==> src/rtl/sw_accumulator.sv <==
// Push-button accumulator: adds synchronized switch value on each debounced
// accumulate press, clears on clear press, with wrap or saturate overflow.
module sw_accumulator #(
    parameter int unsigned SW_W       = 8,
    parameter int unsigned ACC_W      = 16,
    parameter int unsigned LED_W      = 8,
    parameter int unsigned DEB_CYCLES = 4,
    parameter int unsigned SATURATE   = 0
) (
    input  logic             Clk,
    input  logic             Reset_n,
    input  logic [SW_W-1:0]  SW,
    input  logic             accum_key_n,
    input  logic             clear_key_n,
    output logic [ACC_W-1:0] acc_value,
    output logic [LED_W-1:0] LED,
    output logic             overflow,
    output logic             acc_pulse
);

    localparam int unsigned KEYS    = 2;
    localparam int unsigned KEY_ACC = 0;
    localparam int unsigned KEY_CLR = 1;
    localparam int unsigned CNT_W   = (DEB_CYCLES > 1) ? $clog2(DEB_CYCLES) : 1;
    localparam int unsigned SUM_W   = ACC_W + 1;
    localparam logic [CNT_W-1:0] CNT_MAX = CNT_W'(DEB_CYCLES - 1);

    logic [SW_W-1:0]             sw_s1_q, sw_s2_q;
    logic [KEYS-1:0]             key_s1_q, key_s2_q;
    logic [KEYS-1:0]             deb_q, deb_d;
    logic [KEYS-1:0][CNT_W-1:0]  cnt_q, cnt_d;
    logic [KEYS-1:0]             press_c;
    logic [ACC_W-1:0]            acc_q, acc_d;
    logic                        ovf_q, ovf_d;
    logic                        pulse_q, pulse_d;
    logic [SUM_W-1:0]            sum_c;

    // Debouncers: a press is the cycle in which deb falls 1->0
    always_comb begin
        deb_d   = deb_q;
        cnt_d   = cnt_q;
        press_c = '0;
        for (int i = 0; i < int'(KEYS); i++) begin
            if (key_s2_q[i] == deb_q[i]) begin
                cnt_d[i] = '0;
            end else if (cnt_q[i] < CNT_MAX) begin
                cnt_d[i] = cnt_q[i] + CNT_W'(1);
            end else begin
                deb_d[i]   = key_s2_q[i];
                cnt_d[i]   = '0;
                press_c[i] = deb_q[i];
            end
        end
    end

    assign sum_c = {1'b0, acc_q} + SUM_W'(sw_s2_q);

    // Clear outranks accumulate; overflow is sticky until clear
    always_comb begin
        acc_d   = acc_q;
        ovf_d   = ovf_q;
        pulse_d = 1'b0;
        if (press_c[KEY_CLR]) begin
            acc_d = '0;
            ovf_d = 1'b0;
        end else if (press_c[KEY_ACC]) begin
            pulse_d = 1'b1;
            acc_d   = sum_c[ACC_W-1:0];
            if (sum_c[ACC_W]) begin
                ovf_d = 1'b1;
                if (SATURATE != 0) begin
                    acc_d = '1;
                end
            end
        end
    end

    always_ff @(posedge Clk) begin
        if (!Reset_n) begin
            sw_s1_q  <= '0;
            sw_s2_q  <= '0;
            key_s1_q <= '1;
            key_s2_q <= '1;
            deb_q    <= '1;
            cnt_q    <= '0;
            acc_q    <= '0;
            ovf_q    <= 1'b0;
            pulse_q  <= 1'b0;
        end else begin
            sw_s1_q  <= SW;
            sw_s2_q  <= sw_s1_q;
            key_s1_q <= {clear_key_n, accum_key_n};
            key_s2_q <= key_s1_q;
            deb_q    <= deb_d;
            cnt_q    <= cnt_d;
            acc_q    <= acc_d;
            ovf_q    <= ovf_d;
            pulse_q  <= pulse_d;
        end
    end

    assign acc_value = acc_q;
    assign LED       = acc_q[LED_W-1:0];
    assign overflow  = ovf_q;
    assign acc_pulse = pulse_q;

endmodule

==> config.mk <==
export PLATFORM = sky130hd
export DESIGN_NAME = sw_accumulator
export DESIGN_NICKNAME = d
export VERILOG_FILES = /design/src/rtl/sw_accumulator.sv
export SDC_FILE = /design/constraint.sdc
export NUM_CORES = 1
export LEC_CHECK = 0
export BUFFER_PORTS_ARGS = -buffer_cell sky130_fd_sc_hd__buf_4
export CORE_MARGIN = 2
export CORE_UTILIZATION = 50
export CTS_CLUSTER_SIZE = 40
export DETAILED_ROUTE_END_ITERATION = 10
export GPL_TIMING_DRIVEN = 1
export PLACE_DENSITY = 0.74
export SLEW_MARGIN = 0
export SYNTH_ARGS = -nofsm -noshare
export SYNTH_HDL_FRONTEND = slang
export SYNTH_SLANG_ARGS = --single-unit
==> constraint.sdc <==
create_clock -name Clk -period 3.27 [get_ports Clk]
set_input_delay 0.654 -clock Clk [delete_from_list [all_inputs] [get_ports Clk]]
set_output_delay 0.654 -clock Clk [all_outputs]
set_load 0.005 [all_outputs]
==> run summary, run 1 <==
### Outcome
* **status** finished clean

### Clock tree
* **CTS HTree Levels** 2
* **number of buffers added to fix hold violations after cts** 0
* **cell chosen for the clock root** sky130_fd_sc_hd__clkbuf_8
* **Inserted Clock Buffers** 5
* **maximum buffer depth of the clock tree** 2
* **TritonCTS clock tree** done
* **Clk Latency, worst-skew pair** 0.29 ns
* **clock-pin slew reported for the worst setup and hold paths after clock tree synthesis** 0.08 ns
* **number of cells upsized or downsized after cts** 0
* **# Post-CTS Setup Buffers** 0
* **Sinks on Clock Net** 44

### Timing
* **setup repair after global routing missed its margin** no
* **number of max-slew violations in the final report** 0
* **Layout Skew** 0.00408 ns
* **Slew HR** 58.9%
* **final period utilization** 64.3%
* **final count of negative-setup-slack endpoints** 0
* **Final Hold Violating Endpoints** 0
* **transition time at the pin with the least slew margin** 0.615 ns
* **Final Critical Period** 2.10 ns
* **Highest Clock Rate** 0.476 GHz
* **sum of negative setup slack** 0 ns

### Logic synthesis
* **number of nets in the synthesized netlist** 216
* **proportion of synthesized chip area in sequential cells** 47.4%
* **average instance area after synthesis** 9.62 um2
* **area of the mapped netlist** 1860 um2
* **Synth Instances** 193
* **synthesis-stage register bit count** 44
* **Distinct cells, synth** 34
* **Warnings, synthesis** 0

### Floorplan
* **initial core utilization** 51.5%
* **die boundary width** 64.9 um
* **Die Outline Area** 4220 um2
* **IO Pins** 38
* **area of the core** 3610 um2
* **total number of placement rows** 22
* **die span in y** 64.9 um

### Setup path
* **cell with the largest stage delay on the worst path** sky130_fd_sc_hd__or4_1
* **Critical Path End Type** flip-flop
* **startpoint-to-endpoint class of the critical path** reg -> reg
* **CP top delay family** simple AND/OR/NAND/NOR gates
* **Crit path required time** 3.48 ns
* **critical path, cell by cell** ha_1 -> and3b_1 -> nand4_1 -> or4_1 -> a21oi_1
* **maximum net fanout on the critical path** 14
* **Critical Path Max Stage Delay** 0.55 ns
* **sum of buffers and inverters on the critical path** 0
* **Setup crit start kind** flip-flop
* **critical path arrival** 2.31 ns

### Cells and area
* **share of layout cells above drive strength 1** 22.7%
* **post-layout instance count excluding filler cells** 273
* **count of filler cells inserted in the layout** 323
* **area added between synthesis and finish** 18.5%
* **ANT cells** 0
* **net total in the final layout** 248
* **final core utilization** 61.0%

### Placement
* **Placed Cells** 266
* **HPWL after detailed placement** 2260 um
* **quantity of I/O buffers inserted on ports** 37
* **gpl congestion** 0.740

### GRT
* **total track usage** 16.2%
* **vias in the first global route** 1230
* **total congestion overflow** 0
* **maximum number of pins on one net before global-route repair** 28
* **initial antenna violation count** 0
* **first-pass GRT wire length** 5290 um

### Detailed routing
* **overall via count from detail_route** 1369
* **detail-routed via count per cell** 5.01
* **Routed wire per std cell** 11.5 um
* **final routed wirelength across all metal layers** 3130 um
* **DRC** 0
* **number of nets with antenna violations after detailed routing** 0
* **drt pass-1 iters** 4
* **Starting DRT DRC Count** 64

### Power
* **power density over the cells** 410 nW/um2
* **cell leakage power** 0.000955 uW
* **VDD IR-drop max** 0.345 mV
* **total power** 902 uW

### Flow run
* **number of max-cap violations** 0

### Worst hold path
* **Hold/Removal Path Class** reg -> reg

## layout by cell type, fill, tap and decap left out
cell type                    instances
sky130_fd_sc_hd__o22ai_1             1
sky130_fd_sc_hd__clkbuf_8            5
sky130_fd_sc_hd__xor2_1              7
sky130_fd_sc_hd__clkinvlp_4          1
sky130_fd_sc_hd__buf_4              37
sky130_fd_sc_hd__nand3b_1            3
sky130_fd_sc_hd__xnor2_1             2
sky130_fd_sc_hd__dfxtp_1            44
sky130_fd_sc_hd__nand2_1            23
sky130_fd_sc_hd__a21o_1              1
sky130_fd_sc_hd__inv_1               3
sky130_fd_sc_hd__nor4bb_1            2
sky130_fd_sc_hd__o21ai_0             9
sky130_fd_sc_hd__nor2_1              7
sky130_fd_sc_hd__mux2i_1             2
sky130_fd_sc_hd__and2_1             16
sky130_fd_sc_hd__a21oi_1            21
sky130_fd_sc_hd__and3_2              1
sky130_fd_sc_hd__o211ai_2            2
sky130_fd_sc_hd__fa_1                1
sky130_fd_sc_hd__o211ai_1            1
sky130_fd_sc_hd__and3b_1             1
sky130_fd_sc_hd__o31ai_1             1
sky130_fd_sc_hd__nand4_1             1
sky130_fd_sc_hd__or3_2               3
sky130_fd_sc_hd__nand2b_1            4
sky130_fd_sc_hd__nor3_1              1
sky130_fd_sc_hd__and4b_1             2
sky130_fd_sc_hd__a211oi_1            3
sky130_fd_sc_hd__o2111ai_1           3
sky130_fd_sc_hd__a31oi_2             1
sky130_fd_sc_hd__clkinv_2            1
sky130_fd_sc_hd__or4_1               1
sky130_fd_sc_hd__ha_1               10
sky130_fd_sc_hd__and3_1              2
sky130_fd_sc_hd__nand3_1             2
## stage by stage
stage / instance area (um2) / hold slack, ns / setup WS, ns
after global placement: 2120 / 0.389 / 1.27
after global routing: 2200 / 0.428 / 0.963
after CTS: 2200 / 0.421 / 1.18
after detailed placement: 2120 / 0.402 / 1.20
after floorplan: 1860 / 0.386 / 1.46
final: 2200 / 0.412 / 1.17
## cells in the mapped netlist (all sizes together)
cell / number / area (um2)
a211oi: 3 / 22.5
a21o: 1 / 7.51
a21oi: 21 / 105
a31oi: 1 / 12.5
and2: 16 / 100
and3: 3 / 20.0
and3b: 1 / 8.76
and4b: 2 / 20.0
buf: 8 / 60.1
clkbuf: 4 / 15.0
dfxtp: 44 / 881
fa: 1 / 20.0
ha: 10 / 125
inv: 3 / 11.3
mux2i: 2 / 20.0
nand2: 23 / 86.3
nand2b: 4 / 25.0
nand3: 2 / 10.0
nand3b: 3 / 22.5
nand4: 1 / 6.26
nor2: 7 / 26.3
nor3: 1 / 5.00
nor4bb: 2 / 20.0
o2111ai: 3 / 26.3
o211ai: 3 / 32.5
o21ai: 9 / 45.0
o22ai: 1 / 6.26
o31ai: 1 / 7.51
or3: 3 / 22.5
or4: 1 / 7.51
xnor2: 2 / 17.5
xor2: 7 / 61.3
## power breakdown
part	switching, uW	internal, uW
registers	3.98	548
clock network	170	144
logic	16.0	19.7
total	190	712
## cell type report
class	instances	area, um2	share of cell area (%)
tap	48	60.1	2.73
clock inverter	2	12.5	0.569
multi-input combinational	134	890	40.4
clock buffer	5	68.8	3.13
timing repair buffer	37	278	12.6
inverter	3	11.3	0.512
sequential	44	881	40.0
## cells by family (layout without fill, tap and decap cells)
kind of cell	count (synthesis)	count (layout)	synth area share [%]
DFF	44	44	47.4
and+or+nand+nor	69	69	20.5
buffers and inverters	15	47	4.65
AOI/OAI and AO/OA	43	43	14.3
adders and majority gates	11	11	7.82
xor gates and xnor gates	9	9	4.25
muxes	2	2	1.08
## path summary, 6_finish.rpt
check	cells past startpoint	slack, ns	endpoint	startpoint
worst min-delay path	1	0.41	key_s2_q[1]	key_s1_q[1]
worst max-delay path	5	1.17	acc_value[15]	cnt_q[0]
worst min register to register	1	0.41	key_s2_q[1]	key_s1_q[1]
worst max register to register	5	1.17	acc_value[15]	cnt_q[0]
## per-layer routing
metal | GRT usage (%) | routed length (um) | up-vias | part of all wire (%)
li1 | - | - | 727 | -
met1 | 20.8 | 1610 | 606 | 51
met2 | 25.4 | 1340 | 30 | 43
met3 | 6.25 | 151 | 6 | 4.8
met4 | 4.79 | 37 | 0 | 1.2
met5 | 0 | 0 | - | 0
## sequential cells by signal, summed over array words and instances, names as in the netlist
name and cells:
deb_q 2, cnt_q 4, key_s1_q 2, sw_s1_q 8, sw_s2_q 8, acc_value 16
acc_pulse 1, key_s2_q 2, overflow 1
(Power assumes the default switching activity.)
==> run 2, diff against run 1 <==
--- a/config.mk
+++ b/config.mk
@@ -7,7 +7,7 @@
 export LEC_CHECK = 0
 export BUFFER_PORTS_ARGS = -buffer_cell sky130_fd_sc_hd__buf_4
 export CORE_MARGIN = 2
-export CORE_UTILIZATION = 50
+export CORE_UTILIZATION = 48
 export CTS_CLUSTER_SIZE = 40
 export DETAILED_ROUTE_END_ITERATION = 10
 export GPL_TIMING_DRIVEN = 1
==> constraint.sdc (replaced) <==
create_clock -name Clk -period 1.7 [get_ports Clk]
set_input_delay 0.34 -clock Clk [delete_from_list [all_inputs] [get_ports Clk]]
set_output_delay 0.34 -clock Clk [all_outputs]
set_load 0.005 [all_outputs]
==> run summary, run 2 (synthesis gave the netlist of run 1 again) <==
### Power
* **Internal Dissipation** 1430 uW
* **power share of the sequential group** 57.7%
* **part of the total power dissipated in combinational logic** 4.7%
* **net switching power of the design** 409 uW
* **Switching Share** 22.2%
* **power density over the cells** 702 nW/um2
* **cell leakage power** 0.00111 uW
* **VDD IR-drop max** 0.609 mV
* **share of total power in the clock network** 37.6%

### Cells and area
* **count of filler cells inserted in the layout** 283
* **area added between synthesis and finish** 41.2%
* **Post-Layout Inst Area** 2620 um2
* **commonest non-fill, non-tap cells in the layout** sky130_fd_sc_hd__buf_4 (66), sky130_fd_sc_hd__dfxtp_1 (36), sky130_fd_sc_hd__nand2_1 (22)
* **total area of multi-input combinational cells** 1070 um2
* **Register Area** 893 um2
* **share of layout cells above drive strength 1** 43.1%
* **ANT cells** 0
* **most common cell after layout, fill and taps aside** sky130_fd_sc_hd__buf_4
* **net total in the final layout** 277
* **number of flip-flops under the largest register name** 16

### GRT
* **maximum number of pins on one net before global-route repair** 28
* **first-pass GRT wire length** 6400 um
* **total track usage** 19.3%
* **total congestion overflow** 0
* **vias in the first global route** 1458
* **initial antenna violation count** 0

### Timing
* **setup repair after global routing missed its margin** yes
* **final period utilization** 103%
* **final count of negative-setup-slack endpoints** 2
* **minimum setup slack in the final design** -0.0429 ns
* **sum of negative setup slack** -0.0615 ns
* **Layout Skew** 0.00515 ns
* **number of max-slew violations in the final report** 0
* **Final Critical Period** 1.74 ns
* **Highest Clock Rate** 0.574 GHz
* **transition time at the pin with the least slew margin** 0.293 ns
* **Slew HR** 80.4%
* **Final Hold Violating Endpoints** 0

### Detailed routing
* **detail-routed via count per cell** 5.13
* **number of nets with antenna violations after detailed routing** 0
* **final routed wirelength across all metal layers** 3910 um
* **drt pass-1 iters** 4
* **overall via count from detail_route** 1555
* **Starting DRT DRC Count** 63
* **DRC** 0
* **Routed wire per std cell** 12.9 um

### Worst hold path
* **startpoint of the worst hold path** accum_key_n
* **Hold/Removal Path Class** in -> reg
* **Worst Hold End** key_s1_q[0]
* **depth of the worst hold-timing path** 2

### Floorplan
* **Die Outline Area** 4380 um2
* **die span in y** 66.2 um
* **total number of placement rows** 22
* **area of the core** 3690 um2
* **die boundary width** 66.2 um
* **IO Pins** 38
* **initial core utilization** 50.3%

### Outcome
* **violated checks** negative setup slack
* **status** finished with violations

### Clock tree
* **Sinks on Clock Net** 44
* **TritonCTS clock tree** done
* **Inserted Clock Buffers** 5
* **cell chosen for the clock root** sky130_fd_sc_hd__clkbuf_8
* **Clk Latency, worst-skew pair** 0.30 ns
* **clock-pin slew reported for the worst setup and hold paths after clock tree synthesis** 0.08 ns
* **maximum buffer depth of the clock tree** 2
* **CTS HTree Levels** 2

### Setup path
* **Critical Path End Type** flip-flop
* **cell depth of the worst flop-to-flop path** 6
* **maximum net fanout on the critical path** 8
* **startpoint-to-endpoint class of the critical path** reg -> reg
* **slack of the worst reg-to-reg path** -0.04 ns
* **Setup crit start kind** flip-flop
* **launch instance of the worst register-to-register path** acc_value[1]
* **Crit path required time** 1.94 ns
* **critical path arrival** 1.99 ns
* **reg-to-reg critical path endpoint** acc_value[15]

### Flow run
* **number of max-cap violations** 0

### Placement
* **quantity of I/O buffers inserted on ports** 37
* **gpl congestion** 0.779
* **HPWL after detailed placement** 2690 um
* **placed instance area** 2380 um2

run 2: changes by cell type in the layout (fill, tap and decap cells not counted), moves of 6 or more:
cell                      previous run  this run
sky130_fd_sc_hd__a21oi_1            21        15
sky130_fd_sc_hd__a21oi_2             0         6
sky130_fd_sc_hd__buf_4              37        66
sky130_fd_sc_hd__dfxtp_1            44        36
sky130_fd_sc_hd__dfxtp_2             0         7
sky130_fd_sc_hd__ha_1               10         4
sky130_fd_sc_hd__ha_4                0         6
run 2: area by class of cell:
cell class / instances / area share, %
Sequential cell: 44 / 34.1
Tap cell: 48 / 2.29
Inverter: 3 / 0.429
Timing Repair Buffer: 66 / 18.9
Multi-Input combinational cell: 134 / 40.6
Clock buffer: 6 / 3.15
Clock inverter: 2 / 0.525
run 2: metal layers:
metal	vias up	track usage [%]	share of wire (%)
li1	785	-	-
met1	716	24.5	45
met2	42	30.8	47
met3	12	6.47	5.2
met4	0	6.63	2.5
met5	-	0	0
run 2: stage by stage:
step | power [uW] | std cells | hold WS, ns | worst slack, ns | utilization [%]
final | 1840 | 303 | 0.217 | -0.0429 | 71.1
after global placement | 1170 | 290 | 0.388 | -0.0546 | 64.5
after detailed placement | 1170 | 290 | 0.397 | -0.124 | 64.5
after CTS | 1860 | 301 | 0.210 | -0.0271 | 68.9
after global routing | 1920 | 303 | 0.202 | -0.151 | 71.1
after floorplan | 1130 | 193 | 0.386 | -0.00802 | -
run 2: how the worst max path moves through the flow:
| stage | endpoint | slack (ns) | from | depth (start not counted) |
|---|---|---|---|---|
| finish | acc_value[15] | -0.04 | acc_value[1] | 6 |
| detailed placement | acc_value[15] | -0.12 | sw_s2_q[1] | 6 |
| global route | acc_value[15] | -0.15 | acc_value[4] | 7 |
| floorplan | acc_value[15] | -0.008 | acc_value[1] | 6 |
| global placement | acc_value[15] | -0.05 | acc_value[1] | 6 |
| CTS | acc_value[15] | -0.03 | acc_value[4] | 6 |
run 2: repair_timing:
| action | in CTS | in global routing |
|---|---|---|
| pin swaps | 12 | 8 |
| hold buffers | 0 | 0 |
| gates resized for setup | 12 | 14 |
| setup endpoints to repair | 8 | 10 |
| hold endpoints to repair | 0 | 0 |
| setup buffers | 4 | 2 |
run 2: worst max-delay path: stages (launching register included):
cell	delay [ns]
sky130_fd_sc_hd__dfxtp_4	0.37
sky130_fd_sc_hd__ha_4	0.28
sky130_fd_sc_hd__a211oi_4	0.06
sky130_fd_sc_hd__o211ai_2	0.23
sky130_fd_sc_hd__a31oi_4	0.15
sky130_fd_sc_hd__or4_4	0.44
sky130_fd_sc_hd__a21oi_2	0.14
run 2: power by group through the flow:
stage / registers, uW / clock network, uW / logic, uW
3_5_place_dp: 1090 / 0 / 82.3
6_report: 1060 / 691 / 87.1
2_1_floorplan: 1080 / 0 / 46.3
3_3_place_gp: 1080 / 0 / 80.7
4_1_cts: 1060 / 711 / 83.9
5_1_grt: 1070 / 755 / 96.8
==> run 3, diff against run 2 <==
--- a/config.mk
+++ b/config.mk
@@ -7,11 +7,12 @@
 export LEC_CHECK = 0
 export BUFFER_PORTS_ARGS = -buffer_cell sky130_fd_sc_hd__buf_4
 export CORE_MARGIN = 2
-export CORE_UTILIZATION = 48
+export CORE_UTILIZATION = 50
 export CTS_CLUSTER_SIZE = 40
 export DETAILED_ROUTE_END_ITERATION = 10
 export GPL_TIMING_DRIVEN = 1
-export PLACE_DENSITY = 0.74
+export PLACE_DENSITY = 0.81
+export RECOVER_POWER = 25
 export SLEW_MARGIN = 0
 export SYNTH_ARGS = -nofsm -noshare
 export SYNTH_HDL_FRONTEND = slang
==> constraint.sdc (replaced) <==
create_clock -name Clk -period 1.8 [get_ports Clk]
set_input_delay 0.36 -clock Clk [delete_from_list [all_inputs] [get_ports Clk]]
set_output_delay 0.36 -clock Clk [all_outputs]
set_load 0.005 [all_outputs]
==> run summary, run 3 (synthesis gave the netlist of run 1 again) <==
### Outcome
* **status** finished with violations
* **violated checks** negative setup slack

### Cells and area
* **number of flip-flops under the largest register name** 16
* **ANT cells** 0
* **count of filler cells inserted in the layout** 270
* **final core utilization** 70.4%
* **Register Area** 890 um2
* **commonest non-fill, non-tap cells in the layout** sky130_fd_sc_hd__buf_4 (59), sky130_fd_sc_hd__dfxtp_1 (39), sky130_fd_sc_hd__nand2_1 (23)
* **total area of multi-input combinational cells** 1020 um2
* **share of layout cells above drive strength 1** 38.3%
* **most common cell after layout, fill and taps aside** sky130_fd_sc_hd__buf_4
* **area added between synthesis and finish** 36.8%
* **post-layout instance count excluding filler cells** 296
* **net total in the final layout** 270

### Power
* **VDD IR-drop max** 0.661 mV
* **cell leakage power** 0.00108 uW
* **total power** 1830 uW
* **power density over the cells** 721 nW/um2

### Timing
* **final period utilization** 100%
* **Slew HR** 77.1%
* **Highest Clock Rate** 0.553 GHz
* **setup repair after global routing missed its margin** yes
* **Layout Skew** 0.00764 ns
* **minimum setup slack in the final design** -0.00725 ns
* **Final Hold Violating Endpoints** 0
* **final count of negative-setup-slack endpoints** 1
* **Final Critical Period** 1.81 ns
* **transition time at the pin with the least slew margin** 0.342 ns
* **Hold Worst Slack** 0.244 ns
* **number of max-slew violations in the final report** 0

### Floorplan
* **initial core utilization** 51.5%
* **Die Outline Area** 4220 um2
* **die boundary width** 64.9 um
* **area of the core** 3610 um2
* **total number of placement rows** 22
* **die span in y** 64.9 um
* **IO Pins** 38

### GRT
* **maximum number of pins on one net before global-route repair** 28
* **total congestion overflow** 0
* **initial antenna violation count** 0
* **vias in the first global route** 1343
* **first-pass GRT wire length** 5690 um
* **total track usage** 17.7%

### Worst hold path
* **Worst Hold End** key_s1_q[0]
* **Hold/Removal Path Class** in -> reg
* **startpoint of the worst hold path** accum_key_n
* **depth of the worst hold-timing path** 2

### Clock tree
* **number of buffers added to fix hold violations after cts** 0
* **TritonCTS clock tree** done
* **clock-pin slew reported for the worst setup and hold paths after clock tree synthesis** 0.08 ns
* **Sinks on Clock Net** 44
* **CTS HTree Levels** 2
* **cell chosen for the clock root** sky130_fd_sc_hd__clkbuf_8
* **Clk Latency, worst-skew pair** 0.30 ns
* **# Post-CTS Setup Buffers** 0
* **maximum buffer depth of the clock tree** 2
* **Inserted Clock Buffers** 5

### Detailed routing
* **detail-routed via count per cell** 5.04
* **Routed wire per std cell** 12.6 um
* **final routed wirelength across all metal layers** 3720 um
* **overall via count from detail_route** 1492
* **drt pass-1 iters** 4
* **DRC** 0
* **number of nets with antenna violations after detailed routing** 0
* **Starting DRT DRC Count** 51

### Setup path
* **Critical Path Max Stage Delay** 0.47 ns
* **CP top delay family** compound AO/OA/AOI/OAI gates
* **slack of the worst reg-to-reg path** -0.007 ns
* **startpoint-to-endpoint class of the critical path** reg -> reg
* **sum of buffers and inverters on the critical path** 0
* **cell with the largest stage delay on the worst path** sky130_fd_sc_hd__or3_2
* **cell depth of the worst flop-to-flop path** 6
* **maximum net fanout on the critical path** 8
* **critical path arrival** 2.04 ns
* **reg-to-reg critical path endpoint** acc_value[9]
* **Setup crit start kind** flip-flop
* **critical path, cell by cell** ha_4 -> o211ai_2 -> o211ai_2 -> a31oi_4 -> or3_2 -> a21oi_1
* **Crit path required time** 2.04 ns
* **Critical Path End Type** flip-flop
* **launch instance of the worst register-to-register path** acc_value[4]
* **most frequent cell on the critical path** sky130_fd_sc_hd__o211ai_2

### Placement
* **Placed Cells** 289
* **quantity of I/O buffers inserted on ports** 37
* **HPWL after detailed placement** 2610 um
* **gpl congestion** 0.788

### Flow run
* **number of max-cap violations** 0

-- run 3: worst max path at each step --
stage,cells past startpoint,startpoint,endpoint
6_report,6,acc_value[4],acc_value[9]
3_5_place_dp,7,acc_value[0],acc_value[12]
2_1_floorplan,6,acc_value[4],acc_value[15]
4_1_cts,7,acc_value[0],acc_value[12]
3_3_place_gp,7,acc_value[4],acc_value[15]
5_1_grt,6,acc_value[4],acc_value[9]
-- run 3: layout make-up --
| cell class | count | share of cell area [%] |
|---|---|---|
| clock buffers | 5 | 2.71 |
| flip-flops and latches | 44 | 35.0 |
| clock inverters | 3 | 1.67 |
| well taps | 48 | 2.36 |
| inverters | 3 | 0.443 |
| multi-input cells | 134 | 40.3 |
| repair buffers | 59 | 17.4 |
-- run 3: what timing repair did --
| item | 4_1_cts | 5_1_grt |
|---|---|---|
| endpoints found under the setup margin | 8 | 9 |
| gates resized for setup | 6 | 19 |
| pin swaps | 2 | 9 |
-- run 3: per-stage QoR --
stage               setup WS, ns  setup TNS (ns)  area [um2]
finish                  -0.00725        -0.00725        2540
floorplan                 0.0413               0        1890
global placement         -0.0298          -0.115        2330
CTS                       0.0159               0        2460
global route             -0.0725          -0.260        2540
detailed placement        -0.124          -0.458        2330
-- run 3: where the power goes --
group	total (uW)	switching, uW	internal (uW)
clock	746	336	411
sequential	1000	9.29	993
combinational	81.9	35.5	46.3
total	1830	380	1450
-- run 3: routing by layer --
layer | GRT usage [%] | part of all wire [%] | up-vias
met5 | 0 | 0 | -
met1 | 20.7 | 45 | 680
met4 | 8.78 | 2.3 | 0
met3 | 4.69 | 5.1 | 7
met2 | 29.9 | 48 | 34
li1 | - | - | 771
-- run 3: worst register-to-register path, cell delays in order (launching register included) --
cell                       delay (ns)
sky130_fd_sc_hd__dfxtp_4         0.36
sky130_fd_sc_hd__ha_4            0.28
sky130_fd_sc_hd__o211ai_2        0.08
sky130_fd_sc_hd__o211ai_2        0.26
sky130_fd_sc_hd__a31oi_4         0.16
sky130_fd_sc_hd__or3_2           0.48
sky130_fd_sc_hd__a21oi_1         0.14
